<file path="config.mk">
export PLATFORM = sky130hd
export DESIGN_NAME = seg7_display_ctrl
export DESIGN_NICKNAME = d
export VERILOG_FILES = /design/src/rtl/seg7_display_ctrl.sv
export SDC_FILE = /design/constraint.sdc
export NUM_CORES = 1
export LEC_CHECK = 0
export CAP_MARGIN = 20
export CORE_MARGIN = 5
export CORE_UTILIZATION = 45
export DETAILED_ROUTE_END_ITERATION = 10
export PLACE_DENSITY = 0.73
export SLEW_MARGIN = 20
export SYNTH_ARGS = -nofsm -noshare
export SYNTH_HDL_FRONTEND = slang
export SYNTH_SLANG_ARGS = --single-unit
export TNS_END_PERCENT = 20
</file>
<file path="constraint.sdc">
create_clock -name clk -period 2.1 [get_ports clk]
set_input_delay 0.21 -clock clk [delete_from_list [all_inputs] [get_ports clk]]
set_output_delay 0.21 -clock clk [all_outputs]
set_load 0.1 [all_outputs]
</file>
<file path="src/rtl/seg7_display_ctrl.sv">
`default_nettype none
// ============================================================================
//  Module   : seg7_display_ctrl
//  Purpose  : Arbitrates between a keyboard stream and a system write port,
//             maintains an 8-character buffer (index 7 = leftmost digit) and
//             refreshes the whole 8-digit display after every update with a
//             paced sweep of single-cycle writes (idx 7 down to 0).
//  Ports    : clk, reset          - clock and synchronous active-high reset
//             kb_valid, kb_ascii  - one-cycle key strobe and key character
//             sys_req, sys_id,    - level request to write sys_ascii into
//             sys_ascii             digit sys_id (held until sys_ack)
//             sys_ack             - one-cycle grant pulse for sys_req
//             disp_en, disp_id,   - one-cycle write strobe, digit index and
//             disp_ascii            character toward the display driver
//             busy                - a sweep is in progress
//             kb_overflow         - sticky: a key was dropped
//  Revision : 1.0 - initial release
// ============================================================================
module seg7_display_ctrl #(
    parameter int unsigned GAP_CYCLES = 4,
    parameter logic [7:0]  BLANK_CHAR = 8'h20
) (
    input  logic       clk,
    input  logic       reset,
    input  logic       kb_valid,
    input  logic [7:0] kb_ascii,
    input  logic       sys_req,
    input  logic [2:0] sys_id,
    input  logic [7:0] sys_ascii,
    output logic       sys_ack,
    output logic       disp_en,
    output logic [2:0] disp_id,
    output logic [7:0] disp_ascii,
    output logic       busy,
    output logic       kb_overflow
);

    typedef enum logic [1:0] {
        S_IDLE  = 2'd0,
        S_WRITE = 2'd1,
        S_GAP   = 2'd2
    } state_t;

    localparam logic [7:0] c_BACKSPACE = 8'h08;
    localparam logic       c_GRANT_KB  = 1'b0;
    localparam logic       c_GRANT_SYS = 1'b1;
    // Last count value of the GAP state; unused when GAP_CYCLES is 0.
    localparam logic [7:0] c_GAP_LAST  = (GAP_CYCLES == 0) ? 8'd0 : 8'(GAP_CYCLES - 1);

    state_t     r_state;
    state_t     w_state_nxt;
    logic [7:0] r_buf [8];
    logic       r_kb_pend;
    logic [7:0] r_kb_hold;
    logic       r_kb_overflow;
    logic       r_last_grant;
    logic [2:0] r_idx;
    logic [7:0] r_gap_cnt;

    logic       w_grant_sys;
    logic       w_grant_kb;
    logic       w_kb_load;
    logic       w_kb_drop;
    logic       w_write_active;

    // ------------------------------------------------------------------
    // Next-state / grant logic
    // ------------------------------------------------------------------
    always_comb begin
        w_state_nxt = r_state;
        w_grant_sys = 1'b0;
        w_grant_kb  = 1'b0;
        case (r_state)
            S_IDLE: begin
                if (sys_req && r_kb_pend) begin
                    // Tie: alternate, favouring whoever was not served last.
                    if (r_last_grant == c_GRANT_SYS) begin
                        w_grant_kb = 1'b1;
                    end else begin
                        w_grant_sys = 1'b1;
                    end
                end else if (sys_req) begin
                    w_grant_sys = 1'b1;
                end else if (r_kb_pend) begin
                    w_grant_kb = 1'b1;
                end
                if (w_grant_sys || w_grant_kb) begin
                    w_state_nxt = S_WRITE;
                end
            end
            S_WRITE: begin
                if (r_idx == 3'd0) begin
                    w_state_nxt = S_IDLE;
                end else if (GAP_CYCLES == 0) begin
                    w_state_nxt = S_WRITE;
                end else begin
                    w_state_nxt = S_GAP;
                end
            end
            S_GAP: begin
                if (r_gap_cnt == c_GAP_LAST) begin
                    w_state_nxt = S_WRITE;
                end
            end
            default: begin
                w_state_nxt = S_IDLE;
            end
        endcase
    end

    // A key slot freed by a keyboard grant this cycle can take a new key.
    assign w_kb_load = kb_valid && (!r_kb_pend || w_grant_kb);
    assign w_kb_drop = kb_valid && r_kb_pend && !w_grant_kb;

    // ------------------------------------------------------------------
    // State, index and gap counter
    // ------------------------------------------------------------------
    always_ff @(posedge clk) begin
        if (reset) begin
            r_state      <= S_IDLE;
            r_idx        <= 3'd7;
            r_gap_cnt    <= 8'd0;
            r_last_grant <= c_GRANT_KB;
        end else begin
            r_state <= w_state_nxt;

            if (w_grant_sys || w_grant_kb) begin
                r_idx <= 3'd7;
            end else if (r_state == S_WRITE && r_idx != 3'd0) begin
                r_idx <= r_idx - 3'd1;
            end

            if (r_state == S_GAP && w_state_nxt == S_GAP) begin
                r_gap_cnt <= r_gap_cnt + 8'd1;
            end else begin
                r_gap_cnt <= 8'd0;
            end

            if (w_grant_sys) begin
                r_last_grant <= c_GRANT_SYS;
            end else if (w_grant_kb) begin
                r_last_grant <= c_GRANT_KB;
            end
        end
    end

    // ------------------------------------------------------------------
    // Keyboard pending slot and sticky overflow flag
    // ------------------------------------------------------------------
    always_ff @(posedge clk) begin
        if (reset) begin
            r_kb_pend     <= 1'b0;
            r_kb_hold     <= 8'd0;
            r_kb_overflow <= 1'b0;
        end else begin
            if (w_kb_load) begin
                r_kb_pend <= 1'b1;
                r_kb_hold <= kb_ascii;
            end else if (w_grant_kb) begin
                r_kb_pend <= 1'b0;
            end
            if (w_kb_drop) begin
                r_kb_overflow <= 1'b1;
            end
        end
    end

    // ------------------------------------------------------------------
    // Character buffer
    // ------------------------------------------------------------------
    always_ff @(posedge clk) begin
        if (reset) begin
            for (int i = 0; i < 8; i++) begin
                r_buf[i] <= BLANK_CHAR;
            end
        end else if (w_grant_sys) begin
            r_buf[sys_id] <= sys_ascii;
        end else if (w_grant_kb) begin
            if (r_kb_hold == c_BACKSPACE) begin
                // Backspace: everything moves right, a blank enters on the left.
                for (int i = 0; i < 7; i++) begin
                    r_buf[i] <= r_buf[i + 1];
                end
                r_buf[7] <= BLANK_CHAR;
            end else begin
                // New character enters on the right; leftmost falls off.
                for (int i = 0; i < 7; i++) begin
                    r_buf[i + 1] <= r_buf[i];
                end
                r_buf[0] <= r_kb_hold;
            end
        end
    end

    // ------------------------------------------------------------------
    // Outputs: forced quiet while reset is asserted so an aborted sweep
    // produces no further strobes even before the reset edge.
    // ------------------------------------------------------------------
    assign w_write_active = (r_state == S_WRITE) && !reset;
    assign disp_en        = w_write_active;
    assign disp_id        = w_write_active ? r_idx : 3'd0;
    assign disp_ascii     = w_write_active ? r_buf[r_idx] : 8'd0;
    assign sys_ack        = w_grant_sys && !reset;
    assign busy           = (r_state != S_IDLE) && !reset;
    assign kb_overflow    = r_kb_overflow;

endmodule
`default_nettype wire

</file>
# Word-level counts from Yosys, hierarchy flattened
# Memory sizes are Yosys's and may differ from the RTL's. A register that Yosys moved wholly into a read port is not among the register bits.
# Index checks and enable logic that the tools add are counted.
dict set report totals {
  ff_bits 24
  latch_bits 0
  mem_bits_rw 64
  romBits 0
  input_bits 23
  out_inout_bits 15
  wordCells 112
  n_memories 1
}
dict set report op_classes {
  n_addsub 2
  mul 0
  div 0
  order_cmp 0
  eq_ne 5
  n_shift 0
  mux 56
  n_bitwise 17
  reduce_logical 24
}
# memory depth word_bits rd rd_ports_with_merged_regs wr line
set mem_list {}
lappend mem_list {r_buf 8 8 9 1 8 52} ;# logic [7:0] r_buf [8];
# operator count
set op_table {}
lappend op_table {{$mux 8} 18}
lappend op_table {{$mux 1} 30}
lappend op_table {{$or 1x1->1} 16}
lappend op_table {{$mux 3} 4}
lappend op_table {{$logic_and 1x1->1} 9}
lappend op_table {{$add 8x1->8 const B} 1}
lappend op_table {{$eq 8x2->1 const B} 1}
lappend op_table {{$eq 8x4->1 const B} 1}
lappend op_table {{$reduce_or 8->1} 1}
lappend op_table {{$mux 2} 3}
lappend op_table {{$pmux 2 s3} 1}
lappend op_table {{$reduce_bool 2->1} 3}
lappend op_table {{$eq 2x2->1 const B} 2}
lappend op_table {{$reduce_or 2->1} 2}
lappend op_table {{$logic_not 1->1} 3}
lappend op_table {{$logic_not 3->1} 1}
lappend op_table {{$logic_or 1x1->1} 3}
lappend op_table {{$reduce_bool 3->1} 1}
lappend op_table {{$sub 3x1->3 const B} 1}
lappend op_table {{$eq 2x1->1 const B} 1}
lappend op_table {{$logic_not 2->1} 1}
lappend op_table {{$not 1->1} 1}

# Logic depth before layout (Yosys ltp)
dict set report depth {
  ltp_word 12
  depth_mapped 7
  ltp_nobuf 6
}

# Worst setup path before layout
# OpenSTA, ideal clock, no wires.
dict set report synth_timing {
  path_type {reg2out}
  start {register with a tool-made name}
  end {output disp_ascii[6]}
  t_arrival_ns 2.308
  t_required_ns 1.890
  setup_slack_ns -0.418
  stages_incl_launch_ff 6
  n_path_buf 2
  cell_sequence {dfxtp_1 -> buf_2 -> buf_2 -> mux4_2 -> mux2i_1 -> nor2_1}
}
# item line
set synth_rtl {}
lappend synth_rtl {{end: declaration} 33} ;# output logic [7:0] disp_ascii,

==> metrics.txt <==
status finished clean; # port buffers 37; Slew HR between 60% and 70%; Layout area overhead 21.5%; Post-Layout Cell Count around 640; crit path cell chain buf_12 -> mux4_2 -> mux2i_2 -> nor2_2 -> buf_12; Leak 2.30 nW; crit-path most repeated cell buf_12; Synth area leader edfxtp_1; die area approximately 0.013 mm^2; Worst path max stage delay approximately 0.54 ns; highest net fanout along the worst path 11; DR pass1 iterations 5; core area around 0.011 mm^2; Setup CP Type reg -> out; Final nets 522; Netlist Area Pre-Place around 0.005 mm^2; Cells after Synth 454; clk_lat worst skew about 0.35 ns; max frequency 0.486 GHz; largest net degree at the start of global routing 27; critical path launch point type flip-flop; Final Cycle Share between 90 and 100%; RePlAce Congestion 0.866; CP delay by family, top multiplexers; Yosys warnings 0; clk slew on worst S/H paths 0.06 ns; die width roughly 120 um; starting density of the core a little under half; H-tree depth 3; ant diodes 0; DRC 0; share of layout cells above drive strength 1 about a fifth; routed wire length roughly 13 mm; Die Height 116 um; DR vias/cell between 6 and 7; Hold Path Class in -> reg; Synth top cells by count edfxtp_1, o21ai_0, mux2i_1, nand2_1, nor2_1; gr usage total just under 20%; #FFs+latches synth 91; Antenna Nets Post-Route 0; share of synthesized registers carrying an async set or reset 0%; Worst Path Buf+Inv 2; top cells by area, synth edfxtp_1, dfxtp_1, mux2i_1; CTS tree done; VDD IR max 0.606 mV; CTS Buffer Depth 2; RSZ-0062 raised after global routing yes; most frequent cell after synthesis edfxtp_1; number of flops mapped to enable cells by yosys 64; FP Rows 38; Hold Violations, Final 0; DR WL/cell 20.1 um; initial antenna violation count 0; hold slack final ~0.43 ns; Via Count approximately 4000; vias in the first global route approximately 3900; clock skew a little under 0.004 ns; Worst-Margin Slew approximately 0.57 ns; Ports 38; Critical Path AT ~1.9 ns; Max Slew Vio Count 0; synth unique cells between 40 and 50; CTS Root Buffer Type clkbuf_16; Worst EP required about 1.9 ns; Synth Flop Type edfxtp_1; Pwr Density a little under 800 mW/mm^2; register area share after synthesis 48.7%; Post-DP HPWL between 9 and 10 mm; Tmin final 2.06 ns; Hold Buf Count CTS 0; Num CTS Buffers 9; Max-Cap Viols 0; placed insts 621; Syn Area/Cell between 10 and 15 um^2; Iter 0 DRT Violations roughly 320; clock sink total a little over 90; CP Capture Type output port; CP max stage cell mux4_2; Tot Pwr about 4.8 mW; first-pass GRT wire length between 20 and 25 mm; final setup violation count 0; grt ovf 0; post-synthesis net count 480; Yosys top cell area share between 30% and 40%
power breakdown:
group	switching [mW]	total [mW]	internal [mW]
clock	0.703	1.61	0.909
sequential	0.131	2.21	2.08
combinational	0.531	0.934	0.403
total	1.36	4.76	3.39
placed cells by master, fill, tap and decap left out, types with 3 or more instances in the layout:
master,netlist,routed
clkdlybuf4s50_1,0,22
nand3_1,25,25
a22o_1,7,7
inv_1,8,8
mux2i_1,36,34
edfxtp_1,64,64
buf_12,0,16
nor3_1,3,3
dfxtp_1,27,24
a21oi_1,14,14
xor2_1,4,4
mux4_2,16,16
a31oi_1,9,9
nor2_2,2,5
ha_1,3,3
a2bb2oi_1,14,14
o21ai_0,37,37
a32oi_1,4,4
buf_4,3,29
clkinv_2,0,3
and3_1,4,4
nor2_1,32,29
nand2b_1,5,5
clkbuf_16,0,11
nand2_1,35,35
o2bb2ai_1,28,28
nor2b_1,8,7
tightest hold or removal path, cell delays in order:
cell             delay (ns)
clkdlybuf4s50_1        0.39
nand3_1                0.06
a21oi_1                0.06
cells by family (layout without fill, tap and decap cells):
| group | count (synthesis) | after routing | share of synthesized area (%) |
|---|---|---|---|
| muxes | 52 | 52 | 14.2 |
| adders and majority gates | 3 | 3 | 0.742 |
| buffers and inverters | 46 | 93 | 4.60 |
| DFF | 91 | 91 | 48.7 |
| xor gates and xnor gates | 6 | 6 | 1.04 |
| AOI/OAI and AO/OA | 123 | 123 | 16.8 |
| and+or+nand+nor | 133 | 133 | 13.9 |
layer usage:
layer / vias up / wire length, um / GRT usage (%) / share of wire, %
met1: 1915 / 5350 / 26.2 / 42
met4: 0 / 202 / 5.34 / 1.6
met5: - / 0 / 0 / 0
li1: 1813 / - / - / -
met3: 21 / 1030 / 4.28 / 8.0
met2: 190 / 6290 / 33.3 / 49
repair_timing:
item | in CTS | in global routing
endpoints found under the setup margin | 8 | 11
setup buffers | 2 | 1
gates cloned | 0 | 1
resized for setup | 7 | 5
hold endpoints to repair | 0 | 0
sequential cells by signal (all words and copies together), names as in the netlist, named ones only:
name / cells
kb_overflow: 1
r_buf: 64
r_gap_cnt: 8
r_idx: 3
r_kb_hold: 8
r_kb_pend: 1
r_last_grant: 1
r_state: 2
worst paths after layout:
path	startpoint	endpoint	slack, ns	depth (start not counted)
max reg2reg	r_kb_hold[4]	r_buf[5][1]	0.19	5
min	kb_ascii[4]	r_kb_hold[4]	0.43	3
max	flip-flop	disp_ascii[5]	0.04	5
min reg2reg	kb_overflow	kb_overflow	0.47	2
metrics by stage:
stage | utilization (%) | worst slack (ns) | TNS [ns] | cell area (um^2)
6_report | 56.2 | 0.0429 | 0 | 6150
5_1_grt | 56.2 | -0.0198 | -0.0241 | 6150
4_1_cts | 55.8 | 0.0103 | 0 | 6100
3_5_place_dp | 52.7 | -0.0233 | -0.184 | 5770
3_3_place_gp | 52.7 | 0.0369 | 0 | 5770
2_1_floorplan | - | -0.415 | -3.45 | 5060
area by class of cell:
type	count	area, um^2
fill	912	4790
sequential	91	2470
multi-input combinational	317	2380
timing repair buffer	69	795
clock buffer	11	264
tap	140	175
clock inverter	5	32.5
inverter	8	30.0
No activity file was read; power rests on OpenSTA's default activity.
